### src/rtl/skinny_mask_pkg.sv
// Shared constants, FSM encoding and seed-shift helper for the SKINNY mask RNG.
// Optional feature macro: MASK_RNG_OFF_EN (see skinny_mask_rng.sv).
package skinny_mask_pkg;
    localparam int LFSR_W      = 127;
    localparam int SEED_W      = 32;
    localparam int SEED_CHUNKS = 4;
    localparam int SBOX_RAND_W = 16;

    localparam int R1_OFS = 0;
    localparam int R2_OFS = 6;
    localparam int KL_OFS = 12;
    localparam int MN_OFS = 14;

    typedef enum logic [1:0] {
        IDLE,
        SEED,
        WARMUP,
        RUN
    } fsm_e;

    function automatic logic [LFSR_W-1:0] shift_chunk(
        input logic [LFSR_W-1:0] s,
        input logic [SEED_W-1:0] c
    );
        return {s[LFSR_W-SEED_W-1:0], c};
    endfunction
endpackage

### src/rtl/lfsr127_unroll.sv
// Combinational STEPS-fold unroll of the x^127+x+1 Fibonacci LFSR.
// Bit i of bits is the feedback bit produced on step i.
module lfsr127_unroll
    import skinny_mask_pkg::*;
#(
    parameter int STEPS = 256
) (
    input  logic [LFSR_W-1:0] state,
    output logic [LFSR_W-1:0] state_nxt,
    output logic [STEPS-1:0]  bits
);
    logic [LFSR_W-1:0] s;
    logic              fb;

    always_comb begin
        s    = state;
        fb   = 1'b0;
        bits = '0;
        for (int i = 0; i < STEPS; i++) begin
            fb      = s[LFSR_W-1] ^ s[LFSR_W-2];
            bits[i] = fb;
            s       = {s[LFSR_W-2:0], fb};
        end
        state_nxt = s;
    end
endmodule

### src/rtl/skinny_mask_rng.sv
// Fresh-randomness word source for the 3-share SKINNY S-box layer.
// Define MASK_RNG_OFF_EN to let rng_off force out_rand to zero.
module skinny_mask_rng
    import skinny_mask_pkg::*;
#(
    parameter int NUM_SBOX   = 16,
    parameter int WARMUP_CYC = 4
) (
    input  logic                            clk,
    input  logic                            rst_n,
    input  logic [SEED_W-1:0]               seed_in,
    input  logic                            seed_valid,
    output logic                            seed_ready,
    output logic                            seed_err,
    output logic [SBOX_RAND_W*NUM_SBOX-1:0] out_rand,
    output logic                            out_valid,
    input  logic                            out_ready,
    input  logic                            rng_off
);
    localparam int OUT_W = SBOX_RAND_W * NUM_SBOX;
    localparam int CNT_W = 8;

    fsm_e              fsm_q, fsm_d;
    logic [LFSR_W-1:0] state_q, state_d;
    logic [LFSR_W-1:0] step_state;
    logic [LFSR_W-1:0] chunk;
    logic [OUT_W-1:0]  rand_q, rand_d;
    logic [OUT_W-1:0]  step_bits;
    logic [CNT_W-1:0]  cnt_q, cnt_d;
    logic              valid_q, valid_d;
    logic              err_q, err_d;

    lfsr127_unroll #(
        .STEPS(OUT_W)
    ) u_lfsr (
        .state    (state_q),
        .state_nxt(step_state),
        .bits     (step_bits)
    );

    assign chunk = shift_chunk(state_q, seed_in);

    always_ff @(posedge clk or negedge rst_n) begin
        if (!rst_n) begin
            fsm_q   <= IDLE;
            state_q <= '0;
            rand_q  <= '0;
            cnt_q   <= '0;
            valid_q <= 1'b0;
            err_q   <= 1'b0;
        end else begin
            fsm_q   <= fsm_d;
            state_q <= state_d;
            rand_q  <= rand_d;
            cnt_q   <= cnt_d;
            valid_q <= valid_d;
            err_q   <= err_d;
        end
    end

    always_comb begin
        fsm_d      = fsm_q;
        state_d    = state_q;
        rand_d     = rand_q;
        cnt_d      = cnt_q;
        valid_d    = valid_q;
        err_d      = err_q;
        seed_ready = 1'b0;
        unique case (fsm_q)
            IDLE: begin
                seed_ready = 1'b1;
                if (seed_valid) begin
                    state_d = chunk;
                    cnt_d   = CNT_W'(1);
                    fsm_d   = SEED;
                end
            end
            SEED: begin
                seed_ready = 1'b1;
                if (seed_valid) begin
                    if (cnt_q == CNT_W'(SEED_CHUNKS - 1)) begin
                        // An all-zero state would lock the LFSR.
                        if (chunk == '0) begin
                            state_d = LFSR_W'(1);
                            err_d   = 1'b1;
                        end else begin
                            state_d = chunk;
                            err_d   = 1'b0;
                        end
                        cnt_d = '0;
                        fsm_d = WARMUP;
                    end else begin
                        state_d = chunk;
                        cnt_d   = cnt_q + CNT_W'(1);
                    end
                end
            end
            WARMUP: begin
                state_d = step_state;
                rand_d  = step_bits;
                cnt_d   = cnt_q + CNT_W'(1);
                if (cnt_q == CNT_W'(WARMUP_CYC - 1)) begin
                    valid_d = 1'b1;
                    cnt_d   = '0;
                    fsm_d   = RUN;
                end
            end
            RUN: begin
                seed_ready = 1'b1;
                if (seed_valid) begin
                    state_d = chunk;
                    cnt_d   = CNT_W'(1);
                    valid_d = 1'b0;
                    fsm_d   = SEED;
                end else if (out_ready) begin
                    state_d = step_state;
                    rand_d  = step_bits;
                end
            end
            default: fsm_d = IDLE;
        endcase
    end

    assign out_valid = valid_q;
    assign seed_err  = err_q;

`ifdef MASK_RNG_OFF_EN
    assign out_rand = rng_off ? '0 : rand_q;
`else
    logic unused_rng_off;
    assign unused_rng_off = rng_off;
    assign out_rand = rand_q;
`endif
endmodule

### config.mk
export PLATFORM = sky130hd
export DESIGN_NAME = skinny_mask_rng
export DESIGN_NICKNAME = d
export VERILOG_FILES = /design/src/rtl/skinny_mask_pkg.sv /design/src/rtl/lfsr127_unroll.sv /design/src/rtl/skinny_mask_rng.sv
export SDC_FILE = /design/constraint.sdc
export NUM_CORES = 1
export LEC_CHECK = 0
export BUFFER_PORTS_ARGS = -buffer_cell sky130_fd_sc_hd__buf_4
export CORE_AREA = 5 5 203 205
export CTS_BUF_LIST = sky130_fd_sc_hd__clkbuf_8
export DETAILED_ROUTE_END_ITERATION = 7
export DIE_AREA = 0 0 208 210
export GPL_TIMING_DRIVEN = 0
export PLACE_DENSITY = 0.76
export SETUP_SLACK_MARGIN = 0.4
export SLEW_MARGIN = 25
export SYNTH_ARGS = -nofsm -noshare
export SYNTH_HDL_FRONTEND = slang
export SYNTH_HIERARCHICAL = 1
export SYNTH_SLANG_ARGS = --single-unit
### constraint.sdc
create_clock -name clk -period 3.83 [get_ports clk]
set_clock_uncertainty 0.1 [all_clocks]
set_input_delay 0.1915 -clock clk [delete_from_list [all_inputs] [get_ports clk]]
set_output_delay 0.1915 -clock clk [all_outputs]
set_load 0.01 [all_outputs]
# Yosys cells after proc, flatten, opt, wreduce, memory -nomap -nowiden
# Cells that the tools add are included.
classes:
  n_addsub: 1
  n_eq_ne: 13
  mux: 24
  n_bitwise: 256
  reduce_logical: 11
ops:
  columns: ["cell", "count"]
  rows:
  - ["127-bit 2-to-1 mux", 6]
  - ["256-bit 2-to-1 mux", 2]
  - ["256-bit case mux with 2 select lines", 1]
  - ["127-bit case mux with 4 select lines", 1]
  - ["1-bit XOR", 256]
  - ["127-bit logical NOT", 1]
  - ["8-bit 2-to-1 mux", 3]
  - ["8-bit case mux with 3 select lines", 1]
  - ["2-bit inequality test (second input constant)", 7]
  - ["3-bit AND reduction", 4]
  - ["8-bit by 1-bit adder with 8-bit output (second input constant)", 1]
  - ["8-bit by 2-bit == test with 1-bit output (second input constant)", 1]
  - ["2-bit 2-to-1 mux", 4]
  - ["2-bit case mux with 3 select lines", 1]
  - ["2-bit == test (second input constant)", 2]
  - ["1-bit 2-to-1 mux", 4]
  - ["4-bit AND reduction", 1]
  - ["3-bit inequality test (second input constant)", 1]
  - ["3-bit OR reduction", 1]
  - ["2-bit by 1-bit == test with 1-bit output (second input constant)", 1]
  - ["2-bit logical NOT", 1]
  - ["2-bit by 1-bit inequality test with 1-bit output (second input constant)", 1]
  - ["1-bit case mux with 2 select lines", 1]
  - ["2-bit AND reduction", 1]
  - ["2 further kinds", 2]
totals:
  ff_bits: 395
  out_inout_bits: 259

# Logic depth before layout (Yosys ltp)
# Gate-level depths: netlist (run 1).
logic_depth:
  word_depth: 6
  ltp_mapped: 10
  ltp_nobuf: 8

# Cells and area by module
# Netlist (run 1), hierarchy kept.
modules_own_cells:
  columns: ["mod", "n_inst", "cells_each", "area_per_inst_um2", "seq_area_each_um2"]
  rows:
  - ["skinny_mask_rng", 1, 1556, 17941.0, 9884.5]
  - ["lfsr127_unroll", 1, 385, 3214.3, 0.0]

# Worst setup path before layout (run 1)
# Ideal clock, no wire load.
synth_timing:
  path_type: "register -> register"
  from: "register fsm_q[1]"
  to: "register state_q[35]"
  arrival_time_ns: 1.979
  required_time_ns: 3.592
  slack_ns: 1.613
  stages_incl_launch_ff: 9
  n_path_buf: 3
  cell_sequence: "dfrtp_1 > inv_1 > ha_1 > a211oi_1 > or2_2 > clkbuf_1 > clkbuf_1 > clkbuf_1 > a31oi_1"
synth_via:
  elab_chain_cells: 3
synth_rtl:
  columns: ["item", "line", "source"]
  rows:
  - ["from (decl)", "skinny_mask_rng.sv:23", "fsm_e fsm_q, fsm_d;"]
  - ["from (signal assigned)", "skinny_mask_rng.sv:52", "fsm_q <= fsm_d;"]
  - ["2-bit == test, or another cell as far along", "skinny_mask_rng.sv:69", "unique case (fsm_q)"]
  - ["3-bit inequality test (no source line) / 2-bit inequality test (equally long branches)", null, null]
  - ["3-bit AND reduction (no source line)", null, null]
  - ["to (signal assigned)", "skinny_mask_rng.sv:53", "state_q <= state_d;"]
  - ["to (decl)", "skinny_mask_rng.sv:24", "logic [LFSR_W-1:0] state_q, state_d;"]
# Parallel ways exist; a longest one is shown, timed or not.
# A chain may end at the register's enable or synchronous reset.

# Worst setup path after layout (run 1)
layout_timing:
  from: "register fsm_q[0]"
  to: "register state_q[46]"
# The elaborated chain is that of the path after synthesis.

==> reports/metrics.yaml, run 1 <==
outcome: "finished, final reports clean"
placed_cell_area_um2: 24160
die_w_um: 208
yosysWarningCount: 6
yosysUniqueCellTypes: 37
maxCapViolations: 0
layout.cells.non_filler: 2925
finalHoldViolations: 0
slowest_delay_ps: 730
postLayoutCellArea_um2: 25850
rsz0062_at_grt: "false"
portBuffers: 293
dr.pass1.iters: 6
synth.yosys.seq_area_share: 0.4672
worstPathArrival_ps: 3770
wire_per_inst_um: 24.34
critPathKind: "flop to flop"
io_pins: 296
async_reset_ff_frac: 1.000
die_h_um: 210
drive_above_1_share: 0.3460
num_rows: 73
dp.final_hpwl_um: 49700
synthFlopType: "dfrtp_1"
path_max_fanout: 10
ir_drop_uv: 575.1
cts_tree: "yes"
synth_top_area_cell: "dfrtp_1"
synth_fp_nets: 1986
crit_family: "buffers and inverters"
dp_cells: 2764
cts_buffer_depth: 3
synth_edf_count: 0
syn-cell-area_um2: 21160
relSlewSlack: 0.2746
grt_pass1_wl_um: 109500
place.gp.congestion: 0.9479
htreeDepth: 3
ys_ff_latch: 395
die_area_um2: 43680
core_area_um2: 39280
clkSinkCount: 395
min_period_over_period: 0.8743
slew_viol_final: 0
fin_crit_ps: 3348
cts_buffers: 69
synth_area_per_cell_um2: 10.90
crit_slowest_cell: "clkbuf_1"
drc: 0
grt_usage: 0.3145
yosysMostFrequentCell: "dfrtp_1"
antenna_found_initial: 0
cp_data_required_time_ps: 4250
max_freq_mhz: 298.7
crit_chain: "inv_1 > ha_1 > a21o_1 > clkbuf_1 > clkbuf_1 > buf_2 > a31oi_1 > nor2_1 > a21oi_1 > a31oi_1"
syn_inst: 1941
synth_top_area_share: 0.4672
netlist_top_cells_area: "dfrtp_1 47%, mux2_2 14%, xor2_1 11%, a31oi_1 7.5%, a221oi_1 5.2%"
start_util: 0.5386
insertion_delay_ps: 620
drt_iter0_markers: 1852
p_leak_nw: 12.78
routed_wl_um: 71200
setup_tns_ps: 0
syn_to_final_growth_pct: 22.19
cts-root-buf: "clkbuf_8"
power.density_nw_per_um2: 1030
nets: 2392
cts.clk_slew.worst_paths_ps: 60
tightest_slew_ps: 1088
yosys-top-cells-count: "395 x dfrtp_1, 256 x mux2_2, 256 x xor2_1, 253 x a31oi_1, 136 x nor2_1"
hp-class: "input pin to async pin"
finalSetupViolCount: 0
cp_num_buf_inv: 4
cp-start-kind: "flop"
viasPerCell: 6.248
vias: 18280
end_kind: "flop"
grt_max_degree: 93
power_w: 0.02663
grt_pass1_vias: 18760
gr-total-overflow: 0
ant_nets: 0
==> worst paths after layout <==
path	start	end	slack, ps	cells after the start
worst max register to register	fsm_q[0]$_DFFE_PN0P_	state_q[46]$_DFFE_PN0P_	480	10
max in group asynchronous	rst_n	out_rand[107]$_DFFE_PN0P_	2330	5
worst min-delay path	rst_n	out_rand[14]$_DFFE_PN0P_	40	3
worst min register to register	out_rand[176]$_DFFE_PN0P_	out_rand[176]$_DFFE_PN0P_	400	1
worst max-delay path	fsm_q[0]$_DFFE_PN0P_	state_q[46]$_DFFE_PN0P_	480	10
min in group clk	out_ready	out_rand[8]$_DFFE_PN0P_	360	4
==> logic make-up after synthesis <==
| group | after synthesis | synth area share |
|---|---|---|
| fa+ha+maj | 8 | 0.004732 |
| mux | 257 | 0.1367 |
| buf+inv | 290 | 0.07730 |
| simple gates | 206 | 0.04282 |
| flops | 395 | 0.4672 |
| xor+xnor | 261 | 0.1084 |
| compound gates | 524 | 0.1628 |
==> area by class of cell <==
class / instances / area, um2
Sequential cell: 395 / 9884
Clock inverter: 42 / 183.9
Antenna cell: 1 / 2.502
Inverter: 9 / 33.78
Multi-Input combinational cell: 1256 / 9646
Timing Repair Buffer: 336 / 2728
Tap cell: 525 / 656.9
Clock buffer: 81 / 1115
Fill cell: 3112 / 13430
Buffer: 280 / 1600
==> stage by stage <==
step | utilization | setup slack [ps] | hold slack [ps]
after floorplan | - | 1613 | -204.1
after global placement | 0.6114 | -1344 | 389.1
after detailed placement | 0.6151 | 340.5 | 0.8237
after CTS | 0.6576 | 449.2 | 21.83
after global routing | 0.6581 | 400.2 | 55.20
final | 0.6582 | 481.6 | 40.78
==> sequential cells by signal (all words and copies together) (netlist names) <==
register   count
cnt_q          8
fsm_q          2
out_rand     256
out_valid      1
seed_err       1
state_q      127
==> power breakdown <==
part | switching [W] | leakage [nW] | internal [W]
clock network | 0.00180 | 0.772 | 0.00192
registers | 0.00272 | 5.08 | 0.00592
logic | 0.00731 | 6.93 | 0.00697
total | 0.0118 | 12.8 | 0.0148
==> worst register-to-register path: cells and delay by family (launching register included) <==
| family | cells | cell delay [ps] |
|---|---|---|
| buffers and inverters | 4 | 1870 |
| DFF | 1 | 420 |
| and+or+nand+nor | 1 | 160 |
| adders and majority gates | 1 | 240 |
| AOI/OAI and AO/OA | 4 | 480 |
==> per-layer routing <==
metal | GRT usage | wire length, um | vias up
met2 | 0.5149 | 33330 | 1206
li1 | - | - | 7882
met4 | 0.1459 | 3472 | 0
met3 | 0.06742 | 6830 | 254
met1 | 0.4043 | 27570 | 8934
met5 | 0 | 0 | -
==> placed cells by master, fill, tap and decap left out, types with 33 or more instances in the layout <==
| master | instances |
|---|---|
| clkbuf_8 | 81 |
| buf_2 | 38 |
| buf_4 | 428 |
| inv_1 | 39 |
| nor4_1 | 33 |
| nor2_1 | 135 |
| xor2_1 | 256 |
| a21oi_1 | 129 |
| clkbuf_1 | 101 |
| mux2_2 | 256 |
| a31oi_1 | 253 |
| a221oi_1 | 126 |
| dlygate4sd3_1 | 34 |
| dfrtp_1 | 395 |
==> what timing repair did <==
action                                  CTS  global route
hold endpoints to repair                203             0
endpoints found under the setup margin   41            50
resized for setup                         1             2
setup buffers                             0             3
pin swaps                                 0             1
hold buffers                             35             0
Note: power is estimated with default switching activity, not from simulation.
==> run 2, diff against run 1 <==
Settings changed: CORE_AREA 5 5 203 205 to 5 5 198 200, DIE_AREA 0 0 208 210 to 0 0 203 205, PLACE_DENSITY 0.76 to 0.77, SYNTH_HIERARCHICAL 1 to not set.
==> run 2 against run 1 <==
Against the previous run: via count up 5.6%; die area fell by 4.7%; clock-buffer cell count up 2; cell count increased by 5.6%; cell area fell by 3.5%; register-to-register slack better by 70 ps; critical path type unchanged; highest routed layer unchanged.
==> reports/metrics.yaml, run 2 <==
grt_usage: 0.3948  # +0.08037
cts_tree: "yes"
cp_num_buf_inv: 5  # +1
maxCapViolations: 0  # unchanged
syn_inst: 2157  # +11%
r2r_start: "fsm_q[0]$_DFFE_PN0P_"
yosys-top-cells-count: "395 x dfrtp_1, 367 x nand2_1, 199 x nor2_1, 145 x xor2_1, 130 x o21ai_0"
insertion_delay_ps: 650  # +30 ps
portBuffers: 293  # unchanged
slowest_delay_ps: 640  # -90 ps
gr-usage-met2: 0.6006  # +0.08569
cts_buffers: 68  # -1.4%
cp-start-kind: "flop"
grtUsageMet3: 0.09672  # +0.02930
vias: 19300  # +5.6%
start_util: 0.5425  # +0.003829
critPathMostFrequentCell: "clkbuf_1"
end_kind: "flop"
drc: 0  # unchanged
max_freq_mhz: 304.8  # +2.1%
yosysUniqueCellTypes: 54  # +46%
n_fill_cell: 2960  # -4.9%
num_antenna_cells: 0  # -1
htreeDepth: 3  # unchanged
cts.clk_slew.worst_paths_ps: 60  # about the same
viasPerCell: 6.250  # about the same
dp.final_hpwl_um: 63580  # +28%
syn-cell-area_um2: 20190  # -4.6%
dr.pass1.iters: 8  # +2
netlist_top_cells_area: "dfrtp_1 49%, nand2_1 6.8%, xor2_1 6.3%, nor2_1 3.7%, a31oi_1 3.5%"
gr-total-overflow: 0  # unchanged
finalSetupViolCount: 0  # unchanged
cts_buffer_depth: 3  # unchanged
ys_ff_latch: 395  # unchanged
critPathKind: "flop to flop"
most-common-layout-cells: "395 x dfrtp_1, 367 x nand2_1, 296 x buf_4, 198 x nor2_1, 145 x xor2_1"
crit_chain: "inv_1 > ha_1 > clkbuf_1 > inv_2 > o21a_1 > clkbuf_1 > clkbuf_1 > a211o_1 > o21ai_0 > a31oi_1"
min_from: "out_ready"
synth.yosys.seq_area_share: 0.4895  # +0.02229
dp_cells: 2930  # +6.0%
min_period_over_period: 0.8565  # -0.01772
synthFlopType: "dfrtp_1"
cts-root-buf: "clkbuf_8"
crit_slowest_cell: "clkbuf_1"
die_w_um: 203  # -2.4%
synth_fp_nets: 2249  # +13%
wire_per_inst_um: 27.06  # +11%
async_reset_ff_frac: 1.000  # unchanged
busiest_layer: "met2"
grt_use_met1: 0.5145  # +0.1102
antenna_found_initial: 1  # +1
startpoint: "fsm_q[0]$_DFFE_PN0P_"
crit_family: "buffers and inverters"
syn_to_final_growth_pct: 23.58
synth_top_area_share: 0.4895  # +0.02229
layout.cells.non_filler: 3088  # +5.6%
final_common_cell: "dfrtp_1"
grt_max_degree: 80  # -14%
die_h_um: 205  # -2.4%
rsz0062_at_grt: "false"
synth_edf_count: 0  # unchanged
drive_above_1_share: 0.1867  # -0.1593
synth_area_per_cell_um2: 9.361  # -14%
relSlewSlack: 0.2375  # -0.03706
finalHoldViolations: 0  # unchanged
nets: 2656  # +11%
core_area_um2: 37220  # -5.2%
largest_register_ff_count: 256  # unchanged
cp_data_required_time_ps: 4280  # +30 ps
tightest_slew_ps: 1144  # +55.59 ps
hp-class: "input pin to flop"
num_rows: 71  # -2.7%
yosysMostFrequentCell: "dfrtp_1"
worstPathArrival_ps: 3730  # -40 ps
synth_top_area_cell: "dfrtp_1"
yosysWarningCount: 0  # -6
outcome: "finished, final reports clean"
die_area_um2: 41620  # -4.7%
place.gp.congestion: 1.042  # +10%
drt_iter0_markers: 2345  # +27%
routed_wl_um: 83570  # +17%
grt_pass1_wl_um: 123100  # +12%
slew_viol_final: 0  # unchanged
path_max_fanout: 10  # unchanged
clkSinkCount: 395  # unchanged
grt_pass1_vias: 19160  # +2.1%
fin_crit_ps: 3281  # -67.88 ps
ant_nets: 0  # unchanged
io_pins: 296  # unchanged
## run 2: changes by cell type after synthesis, moves of 92 or more
cell and delta:
nand2_1 +353, mux2_2 -207, a31oi_1 -139, buf_4 -132
o21ai_0 +124, xor2_1 -111, a221oi_1 -104, inv_1 +92
## run 2: tightest hold or removal path, stage by stage
cell	delay, ps
buf_4	90
nand2_1	80
o21a_1	140
clkbuf_1	190
o21ai_0	180
## run 2: path summary, 6_finish.rpt
path / endpoint / slack, ps / cells past startpoint
worst max-delay path: state_q[12]$_DFFE_PN0P_ / 550 / 10
worst min-delay path: out_rand[7]$_DFFE_PN0P_ / 180 / 5
worst max register to register: state_q[12]$_DFFE_PN0P_ / 550 / 10
worst min register to register: out_rand[170]$_DFFE_PN0P_ / 370 / 2
max in group asynchronous: out_rand[133]$_DFFE_PN0P_ / 1710 / 4
min in group asynchronous: out_rand[8]$_DFFE_PN0P_ / 510 / 3
## run 2: cell families after synthesis
kind of cell / Yosys count / synth area share
AO/OA/AOI/OAI: 537 / 0.1760
XOR/XNOR: 215 / 0.09394
adder cells (fa/ha/maj): 55 / 0.03408
buffers and inverters: 283 / 0.05540
flip-flops: 395 / 0.4895
multiplexers: 49 / 0.02733
AND/OR/NAND/NOR: 623 / 0.1237
## run 2: layout make-up
cell class	count	area, um2	share of cell area
Buffer	182	757.0	0.03033
Clock buffer	83	1142	0.04578
Multi-Input combinational cell	1479	9196	0.3685
Tap cell	474	593.1	0.02377
Sequential cell	395	9884	0.3961
Timing Repair Buffer	337	2728	0.1093
Clock inverter	37	274.0	0.01098
Inverter	101	379.1	0.01519
## run 2: per-layer routing
metal,up-vias,routed length (um)
met3,280,8996
met4,0,5630
met2,1257,36910
met1,9515,32030
li1,8249,-
met5,-,0
## run 2: timing repair
action / 4_1_cts / 5_1_grt
endpoints found under the hold margin: 298 / 0
endpoints found under the setup margin: 272 / 26
resized for setup: 6 / 13
pin swaps: 1 / 0
hold buffers: 36 / 0
buffers inserted: 2 / 0
## run 2: stage by stage
step | worst slack [ps] | TNS (ps) | hold WS [ps] | cell area, um2 | utilization
final | 549.5 | 0 | 183.1 | 24950 | 0.6704
after global routing | 410.7 | 0 | 193.9 | 24950 | 0.6704
after CTS | 466.2 | 0 | 142.3 | 24950 | 0.6702
after detailed placement | -156.2 | -1001 | 61.61 | 23150 | 0.6218
after global placement | -1421 | -540660 | 356.1 | 22980 | 0.6175
after floorplan | 1487 | 0 | -204.1 | 20190 | -
Power of run 2 is not shown: default switching activity piles up to over one toggle a cycle in this logic, so the estimate is an artifact.
==> run 3, diff against run 2 <==
Settings changed: GPL_TIMING_DRIVEN 0 to not set.
==> run 3 against run 2 <==
Against the previous run: worst hold slack worse by 38 ps; core utilization down 1.3 points; die area unchanged; cell area down 2.0%; register-to-register slack better by 230 ps; critical path depth down 4; non-clock buffer count down 148; global-route usage down 6.8 points; highest routed layer unchanged.
==> reports/metrics.yaml, run 3 (same netlist as run 2, synthesis figures left out) <==
outcome: "finished, final reports clean"
slew_viol_final: 0  # unchanged
vias: 18080  # -6.3%
rr_worst_depth: 6  # -4
wire_per_inst_um: 23.74  # -12%
crit_slowest_cell: "or4_1"
relSlewSlack: 0.3381  # +0.1006
core_area_um2: 37220  # unchanged
htreeDepth: 3  # unchanged
io_pins: 296  # unchanged
insertion_delay_ps: 620  # -30 ps
drt_iter0_markers: 1842  # -21%
hp-class: "input pin to async pin"
endpoint: "state_q[68]$_DFFE_PN0P_"
grt_pass1_vias: 17720  # -7.5%
startpoint: "cnt_q[4]$_DFFE_PN0P_"
grt_pass1_wl_um: 106000  # -14%
max_freq_mhz: 327.4  # +7.4%
cts-root-buf: "clkbuf_8"
rsz0062_at_grt: "false"
finalWorstSetupSlack_ps: 775.6  # +226.1 ps
ff_latch_area_um2: 9884  # unchanged
multi_input_area_um2: 9250  # +0.59%
worstPathArrival_ps: 3400  # -330 ps
routed_wl_um: 69670  # -17%
die_w_um: 203  # unchanged
cts.clk_slew.worst_paths_ps: 60  # about the same
r2r_start: "cnt_q[4]$_DFFE_PN0P_"
fin_crit_ps: 3054  # -226.1 ps
grt_usage: 0.3267  # -0.06807
cp-start-kind: "flop"
crit_chain: "nor4_2 > nand3_2 > or4_1 > o21ai_4 > buf_4 > a31oi_1"
final_common_cell: "dfrtp_1"
dr.pass1.iters: 6  # -2
reg2reg_setup_slack_ps: 780  # +230 ps
viasPerCell: 6.159  # -1.5%
grt_max_degree: 156  # +95%
critPathKind: "flop to flop"
drive_above_1_share: 0.2025  # +0.01583
finalHoldViolations: 0  # unchanged
ant_nets: 0  # unchanged
slowest_delay_ps: 900  # +260 ps
clkSinkCount: 395  # unchanged
setup_tns_ps: 0  # unchanged
postCtsResizedCells: 0  # -6
drc: 0  # unchanged
dp_slack_ps: 804.7  # +960.9 ps
rr_endpoint: "state_q[68]$_DFFE_PN0P_"
cp_data_required_time_ps: 4170  # -110 ps
die_h_um: 205  # unchanged
crit_cells: 6  # -4
antenna_found_initial: 1  # unchanged
crit_family: "simple AND/OR/NAND/NOR gates"
cts_buffer_depth: 3  # unchanged
cp_num_buf_inv: 1  # -4
postCtsSetupBuffers: 0  # -2
ctsHoldBuffers: 34  # -5.6%
n_fill_cell: 3011  # +1.7%
end_kind: "flop"
place.gp.congestion: 1.007  # -3.4%
syn_to_final_growth_pct: 21.10
start_util: 0.5425  # unchanged
most-common-layout-cells: "395 x dfrtp_1, 367 x nand2_1, 325 x buf_4, 198 x nor2_1, 145 x xor2_1"
min_period_over_period: 0.7975  # -0.05903
cts_tree: "yes"
nets: 2507  # -5.6%
die_area_um2: 41620  # unchanged
finalSetupViolCount: 0  # unchanged
tightest_slew_ps: 992.9  # -150.9 ps
cts_buffers: 67  # -1.5%
num_rows: 71  # unchanged
post-route-util: 0.6569  # -0.01348
dp.final_hpwl_um: 49660  # -22%
path_max_fanout: 32  # +22
largest_register_ff_count: 256  # unchanged
maxCapViolations: 0  # unchanged
portBuffers: 294  # +0.34%
gr-total-overflow: 0  # unchanged
[run 3: cell type report]
type,instances,share of cell area
inverter,101,0.01550
multi-input combinational,1479,0.3783
clock inverter,30,0.007471
timing repair buffer,371,0.1233
tap,474,0.02425
sequential,395,0.4042
antenna,2,0.0002047
clock buffer,83,0.04672
[run 3: routing by layer]
| layer | wire length, um | vias to the layer above | GRT usage | share of wire |
|---|---|---|---|---|
| li1 | - | 7935 | - | - |
| met5 | 0 | - | 0 | 0 |
| met1 | 27530 | 8862 | 0.4408 | 0.40 |
| met3 | 7151 | 209 | 0.07852 | 0.10 |
| met2 | 31230 | 1072 | 0.4962 | 0.45 |
| met4 | 3754 | 0 | 0.1659 | 0.054 |
[run 3: worst min path at each step]
stage	end	from	cells after the start	slack, ps
2_1_floorplan	cnt_q[0]$_DFFE_PN0P_	rst_n	0	-200
3_3_place_gp	out_rand[2]$_DFFE_PN0P_	rst_n	1	200
3_5_place_dp	out_rand[2]$_DFFE_PN0P_	rst_n	1	210
4_1_cts	out_rand[2]$_DFFE_PN0P_	rst_n	2	160
5_1_grt	out_rand[2]$_DFFE_PN0P_	rst_n	2	220
6_report	out_rand[2]$_DFFE_PN0P_	rst_n	2	140
[run 3: metrics by stage]
step	cells	area (um2)	hold WS [ps]
global route	2934	24450	223.4
detailed placement	2786	22780	207.9
finish	2935	24450	144.9
global placement	2786	22780	204.5
CTS	2933	24450	158.2
floorplan	2157	20190	-204.1
Power of run 3 is left out for the same reason.
